[config.mk]
export PLATFORM = sky130hd
export DESIGN_NAME = rock_spawner
export DESIGN_NICKNAME = d
export VERILOG_FILES = /design/src/rtl/rock_spawner.sv
export SDC_FILE = /design/constraint.sdc
export NUM_CORES = 1
export LEC_CHECK = 0
export ABC_AREA = 1
export CAP_MARGIN = 15
export CORE_MARGIN = 10
export CORE_UTILIZATION = 53
export CTS_CLUSTER_SIZE = 30
export DETAILED_ROUTE_END_ITERATION = 12
export GPL_TIMING_DRIVEN = 0
export PLACE_DENSITY = 0.8
export SLEW_MARGIN = 20
export SYNTH_ARGS = -nofsm -noshare
export SYNTH_HDL_FRONTEND = slang
export SYNTH_SLANG_ARGS = --single-unit
[constraint.sdc]
create_clock -name clk -period 2.7 [get_ports clk]
set_input_delay 0.405 -clock clk [delete_from_list [all_inputs] [get_ports clk]]
set_output_delay 0.405 -clock clk [all_outputs]
set_load 0.005 [all_outputs]
[src/rtl/rock_spawner.sv]
// Rock obstacle game state: lane spawn after a random delay, per-frame fall, retire on exit or hit, speed ramp.
// Optional macro ROCK_LANE_AVOID_EN: consecutive rocks never reuse the previous lane.
module rock_spawner #(
  parameter logic [9:0]  LANE0_X        = 10'd220,
  parameter logic [9:0]  LANE1_X        = 10'd320,
  parameter logic [9:0]  LANE2_X        = 10'd420,
  parameter logic [9:0]  SCREEN_H       = 10'd480,
  parameter logic [9:0]  TICK_LINE      = 10'd480,
  parameter logic [3:0]  SPEED_INIT     = 4'd2,
  parameter logic [3:0]  SPEED_MAX      = 4'd8,
  parameter logic [3:0]  SPEED_UP_EVERY = 4'd4,
  parameter logic [7:0]  SPAWN_DELAY    = 8'd30,
  parameter logic [15:0] LFSR_SEED      = 16'hACE1
) (
  input  logic       clk,
  input  logic       rst_n,
  input  logic [9:0] hCount,
  input  logic [9:0] vCount,
  input  logic       run,
  input  logic       hit,
  output logic [9:0] rock_x_center,
  output logic [9:0] rock_y_top,
  output logic       rock_active,
  output logic       rock_passed,
  output logic [3:0] speed
);

  typedef enum logic [1:0] {S_IDLE, S_WAIT, S_FALL} state_t;

  state_t      r_state, w_state_nxt;
  logic [15:0] r_lfsr;
  logic        r_tick;
  logic [7:0]  r_delay, w_delay_nxt;
  logic [3:0]  r_pass_cnt, w_pass_cnt_nxt;
  logic [1:0]  r_prev_lane, w_prev_lane_nxt;
  logic [9:0]  r_x, w_x_nxt;
  logic [9:0]  r_y, w_y_nxt;
  logic        r_active, w_active_nxt;
  logic        r_passed, w_passed_nxt;
  logic [3:0]  r_speed, w_speed_nxt;

  logic [15:0] w_lfsr_shift, w_lfsr_nxt;
  logic [7:0]  w_reload;
  logic [1:0]  w_lane_map, w_lane;
  logic [9:0]  w_lane_x;
  logic [10:0] w_y_sum;
  logic        w_exit;
  logic [3:0]  w_pass_inc;
  logic [3:0]  w_speed_inc;

  // Galois shift; the seed reload only guards against a lock-up state that a nonzero seed never reaches
  assign w_lfsr_shift = {1'b0, r_lfsr[15:1]} ^ (r_lfsr[0] ? 16'hB400 : 16'h0000);
  assign w_lfsr_nxt   = (w_lfsr_shift == 16'h0000) ? LFSR_SEED : w_lfsr_shift;
  assign w_reload     = SPAWN_DELAY + {3'b000, r_lfsr[4:0]};
  assign w_lane_map   = (r_lfsr[1:0] == 2'd3) ? 2'd1 : r_lfsr[1:0];

`ifdef ROCK_LANE_AVOID_EN
  assign w_lane = (w_lane_map != r_prev_lane) ? w_lane_map :
                  (w_lane_map == 2'd2)        ? 2'd0 : w_lane_map + 2'd1;
`else
  logic w_unused_prev_lane;
  assign w_unused_prev_lane = ^r_prev_lane;
  assign w_lane = w_lane_map;
`endif

  always_comb begin
    case (w_lane)
      2'd0:    w_lane_x = LANE0_X;
      2'd2:    w_lane_x = LANE2_X;
      default: w_lane_x = LANE1_X;
    endcase
  end

  assign w_y_sum     = {1'b0, r_y} + {7'd0, r_speed};
  assign w_exit      = (w_y_sum >= {1'b0, SCREEN_H});
  assign w_pass_inc  = r_pass_cnt + 4'd1;
  assign w_speed_inc = (r_speed >= SPEED_MAX) ? SPEED_MAX : r_speed + 4'd1;

  always_comb begin
    w_state_nxt     = r_state;
    w_delay_nxt     = r_delay;
    w_pass_cnt_nxt  = r_pass_cnt;
    w_prev_lane_nxt = r_prev_lane;
    w_x_nxt         = r_x;
    w_y_nxt         = r_y;
    w_active_nxt    = r_active;
    w_passed_nxt    = 1'b0;
    w_speed_nxt     = r_speed;
    if (!run) begin
      w_state_nxt  = S_IDLE;
      w_active_nxt = 1'b0;
    end else begin
      case (r_state)
        S_IDLE: begin
          w_state_nxt    = S_WAIT;
          w_speed_nxt    = SPEED_INIT;
          w_pass_cnt_nxt = 4'd0;
          w_delay_nxt    = w_reload;
        end
        S_WAIT: begin
          if (r_tick) begin
            if (r_delay != 8'd0) begin
              w_delay_nxt = r_delay - 8'd1;
            end else begin
              w_x_nxt         = w_lane_x;
              w_y_nxt         = 10'd0;
              w_active_nxt    = 1'b1;
              w_prev_lane_nxt = w_lane;
              w_state_nxt     = S_FALL;
            end
          end
        end
        S_FALL: begin
          // hit outranks an exit on the same tick, so a struck rock never counts as passed
          if (hit) begin
            w_active_nxt = 1'b0;
            w_delay_nxt  = w_reload;
            w_state_nxt  = S_WAIT;
          end else if (r_tick) begin
            if (w_exit) begin
              w_active_nxt = 1'b0;
              w_passed_nxt = 1'b1;
              w_delay_nxt  = w_reload;
              w_state_nxt  = S_WAIT;
              if (w_pass_inc == SPEED_UP_EVERY) begin
                w_pass_cnt_nxt = 4'd0;
                w_speed_nxt    = w_speed_inc;
              end else begin
                w_pass_cnt_nxt = w_pass_inc;
              end
            end else begin
              w_y_nxt = w_y_sum[9:0];
            end
          end
        end
        default: w_state_nxt = S_IDLE;
      endcase
    end
  end

  always_ff @(posedge clk or negedge rst_n) begin
    if (!rst_n) begin
      r_state     <= S_IDLE;
      r_lfsr      <= LFSR_SEED;
      r_tick      <= 1'b0;
      r_delay     <= 8'd0;
      r_pass_cnt  <= 4'd0;
      r_prev_lane <= 2'd1;
      r_x         <= LANE1_X;
      r_y         <= 10'd0;
      r_active    <= 1'b0;
      r_passed    <= 1'b0;
      r_speed     <= SPEED_INIT;
    end else begin
      r_state     <= w_state_nxt;
      r_lfsr      <= w_lfsr_nxt;
      r_tick      <= (hCount == 10'd0) && (vCount == TICK_LINE);
      r_delay     <= w_delay_nxt;
      r_pass_cnt  <= w_pass_cnt_nxt;
      r_prev_lane <= w_prev_lane_nxt;
      r_x         <= w_x_nxt;
      r_y         <= w_y_nxt;
      r_active    <= w_active_nxt;
      r_passed    <= w_passed_nxt;
      r_speed     <= w_speed_nxt;
    end
  end

  assign rock_x_center = r_x;
  assign rock_y_top    = r_y;
  assign rock_active   = r_active;
  assign rock_passed   = r_passed;
  assign speed         = r_speed;

endmodule

==> key figures, run 1 <==
Placed design
  • Area after detailed placement: between 0.003 and 0.004 mm²
  • Post-detailed-placement half-perimeter wirelength: a little over 5000 µm
  • # port buffers: 46
  • Routability congestion estimate: 0.8537
  • Placed cells: just under 500
  • Minimum setup slack after placement: 0.1590 ns

Setup path
  • Critical path start-end classification: reg -> reg
  • Launching element type of the critical path: register
  • Worst EP required: 2.95 ns
  • Cell chain of the critical path: inv_1 > fa_1 > inv_2 > nand3_1 > nand2_2 > nand3_1 > nand2_1 > nand4_4 > nand2_2 > nand2_2 > nand2_2 > buf_6 > nand2_1 > o21ai_2
  • Endpoint class of the critical path: register
  • Worst endpoint data arrival time: ~2.7 ns
  • Largest fanout on the critical path: 10
  • Reg-to-reg endpoint: rock_y_top[7]
  • Cell with the largest stage delay on the worst path: sky130_fd_sc_hd__dfstp_2
  • Reg2Reg Depth: 14
  • Crit-path most repeated cell: sky130_fd_sc_hd__nand2_2
  • Largest stage delay on the critical path: 0.56 ns
  • Worst r2r src: speed[1]
  • Worst reg-to-reg setup slack: roughly 0.23 ns

Die
  • Full die area: 0.009053 mm²
  • Height of the die: 95.15 µm
  • Starting Density: a little over half
  • Core Footprint: 0.005507 mm²
  • Num ports: 50
  • Row count: 27
  • Horizontal die dimension: 95.15 µm

Timing
  • Number of slew-limit violations in the final report: 0
  • Setup ws final: 0.2284 ns
  • Least-Margin Pin Slew: 0.6537 ns
  • Number of endpoints with negative hold slack in the final report: 0
  • Final worst path period share: 91.54%
  • Max Fclk: 0.4046 GHz
  • Shortest clock period the worst path allows after layout: 2.472 ns
  • Tightest slew margin relative to the limit: 56.42%
  • Setup skew after layout: 0.01178 ns
  • Number of setup violations in the final report: 0

Yosys
  • Most frequent cell after synthesis: sky130_fd_sc_hd__nand2_1
  • Commonest register cell after synthesis: sky130_fd_sc_hd__dfrtp_1
  • Fraction of registers with async set/reset: 100.0%
  • Biggest area contributors in the synthesized netlist: sky130_fd_sc_hd__dfrtp_1 (34%), sky130_fd_sc_hd__nand2_1 (12%), sky130_fd_sc_hd__dfstp_2 (9.7%), sky130_fd_sc_hd__inv_1 (4.9%), sky130_fd_sc_hd__ha_1 (4.6%)
  • Synthesized cell area: 0.002993 mm²
  • Area leader, netlist: sky130_fd_sc_hd__dfrtp_1
  • Warnings from Yosys: 0
  • Count of cell types in the netlist: 45
  • Number of flops mapped to enable cells by yosys: 0
  • Commonest cells in the netlist: sky130_fd_sc_hd__nand2_1 (93), sky130_fd_sc_hd__dfrtp_1 (41), sky130_fd_sc_hd__inv_1 (39), sky130_fd_sc_hd__nor2_1 (32), sky130_fd_sc_hd__nand3_1 (27)
  • Proportion of synthesized chip area in sequential cells: a little over two fifths
  • Synth top area share: 34.28%
  • Cell count after synthesis: 373
  • Post-Synthesis Mean Instance Area: 8.024 µm²
  • Synthesized flop and latch total: 52

Clocking
  • Clock sink count: 52
  • Cell at the root of the clock tree: sky130_fd_sc_hd__clkbuf_8
  • CTS clk-pin slew, worst paths: 0.11 ns
  • CTS Hold Buffers Added: 0
  • Clock tree buffer depth: 2
  • Clock tree from TritonCTS: done
  • Number of H-tree levels: 2
  • Clock latency on the worst-skew pair: 0.32 ns
  • Number of buffers created by CTS: 5

Status
  • Run status: complete, no violations

Routing
  • Drt total wl: 6839 µm
  • 1st-iter DRT viols: ~140
  • Via count normalized by instance count: 5.168
  • Detailed-route DRC error count: 0
  • Vias: around 2600
  • Count of TritonRoute iterations in the first routing pass: 4
  • Wire per inst: 13.54 µm
  • Antenna-violating nets left: 0

Global routing
  • Via count of the first global-routing pass: 2551
  • Maximum number of pins on one net before global-route repair: 53
  • Wire length of the first global-routing pass: 11520 µm
  • GRT Residual Overflow: 0
  • Global Route Usage Sum: 15.68%
  • Antenna violations before repair: 0

Cells and area
  • Total Nets Final: about 470
  • Fraction of final layout cells with drive strength greater than 1: between 10% and 20%
  • Finished Layout Cells: 505
  • Antenna Cells: 0
  • Multi-input gate area in the final layout: 0.001444 mm²
  • Layout fillers: 469
  • Post-route design area: 0.003694 mm²
  • Sequential cell area in the final layout: around 0.0013 mm²
  • Area overhead of the layout relative to synthesis: 23.41%

Pwr
  • Maximum vdd ir drop: about 0.37 mV
  • Power after layout: 2.807 mW
  • Power density of the placed cells: 759.9 mW/mm²
  • Static power due to leakage: 1.727 nW

Job
  • Max Cap Violations: 0

Min path
  • Worst hold-check path type: in -> async
-- per-stage QoR --
step           hold slack (ns)   TNS, ns  util, %
2_1_floorplan           0.1094         0        -
3_3_place_gp            0.4409    -11.74    64.49
3_5_place_dp            0.4547         0    64.44
4_1_cts                 0.1206         0    66.21
5_1_grt                 0.1437  -0.04670    67.08
6_report               0.08349         0    67.08
-- layout by cell type (no fill, tap or decap), types with 5 or more instances in the layout --
cell type / n
sky130_fd_sc_hd__buf_4: 10
sky130_fd_sc_hd__a21oi_1: 9
sky130_fd_sc_hd__o21ai_2: 7
sky130_fd_sc_hd__clkbuf_1: 7
sky130_fd_sc_hd__clkbuf_8: 5
sky130_fd_sc_hd__nand3_1: 26
sky130_fd_sc_hd__nand2_1: 93
sky130_fd_sc_hd__nor4_1: 6
sky130_fd_sc_hd__o21ai_1: 8
sky130_fd_sc_hd__inv_1: 38
sky130_fd_sc_hd__clkdlybuf4s50_1: 45
sky130_fd_sc_hd__inv_2: 5
sky130_fd_sc_hd__dfrtp_1: 40
sky130_fd_sc_hd__nand2_2: 6
sky130_fd_sc_hd__ha_1: 10
sky130_fd_sc_hd__dfstp_2: 11
sky130_fd_sc_hd__o21ai_0: 18
sky130_fd_sc_hd__nor2_1: 32
-- routing by layer --
metal | GRT usage, % | part of all wire, % | vias up
li1 | - | - | 1311
met1 | 19.17 | 43 | 1213
met2 | 24.94 | 46 | 78
met3 | 6.441 | 9.2 | 8
met4 | 4.364 | 1.2 | 0
met5 | 0 | 0 | -
-- cell families after synthesis --
group	share of synthesized area, %
DFF	43.94
buffers and inverters	8.612
xor gates and xnor gates	2.341
other	0.1253
adders and majority gates	5.268
and+or+nand+nor	29.01
AOI/OAI and AO/OA	10.70
-- layout make-up --
class / count / area share, %
plain buffers: 14 / 2.337
clock buffers: 5 / 1.863
clock inverters: 3 / 0.7791
inverters: 45 / 4.641
multi-input cells: 264 / 39.09
flip-flops and latches: 52 / 35.64
well taps: 72 / 2.439
repair buffers: 50 / 13.21
-- critical path, delay by kind of cell (launching register included) --
| family | cells | cell delay, ns |
|---|---|---|
| simple gates | 9 | 0.99 |
| flops | 1 | 0.56 |
| fa+ha+maj | 1 | 0.42 |
| buf+inv | 3 | 0.38 |
| compound gates | 1 | 0.06 |
-- sequential cells by signal, indices dropped and copies added, names as in the netlist --
name / count
r_lfsr: 16
rock_y_top: 10
r_delay: 8
rock_x_center: 5
r_pass_cnt: 4
speed: 4
r_state: 2
r_tick: 1
rock_active: 1
rock_passed: 1
-- worst max-delay path by stage --
stage                            end      from  slack (ns)  depth (start not counted)
floorplan              rock_y_top[7]  speed[1]        0.51                         14
global placement    rock_x_center[7]     rst_n       -0.29                          1
detailed placement     r_pass_cnt[2]  speed[0]        0.16                         13
CTS                    r_pass_cnt[2]  speed[0]        0.12                         13
global route              r_delay[0]  speed[0]       -0.02                         15
finish                 rock_y_top[7]  speed[1]        0.23                         14
-- power breakdown --
group          leakage (nW)  internal, mW  switching [mW]
combinational          1.03         0.512           0.720
sequential            0.643         0.927           0.156
clock                0.0511         0.196           0.296
total                  1.73          1.63            1.17
-- what timing repair did --
item | in CTS | in global routing
setup endpoints to repair | 0 | 21
resized for setup | 0 | 5
buffers inserted | 0 | 4
No activity file was read; power rests on OpenSTA's default activity.
==> inputs of run 2 (changes only) <==
--- a/config.mk
+++ b/config.mk
@@ -6,7 +6,7 @@
 export NUM_CORES = 1
 export LEC_CHECK = 0
 export ABC_AREA = 1
-export CAP_MARGIN = 15
+export CAP_MARGIN = 20
 export CORE_MARGIN = 10
 export CORE_UTILIZATION = 53
 export CTS_CLUSTER_SIZE = 30
==> results of run 2 <==
Same layout as run 1: the final DEF is identical, and so are final timing and power.
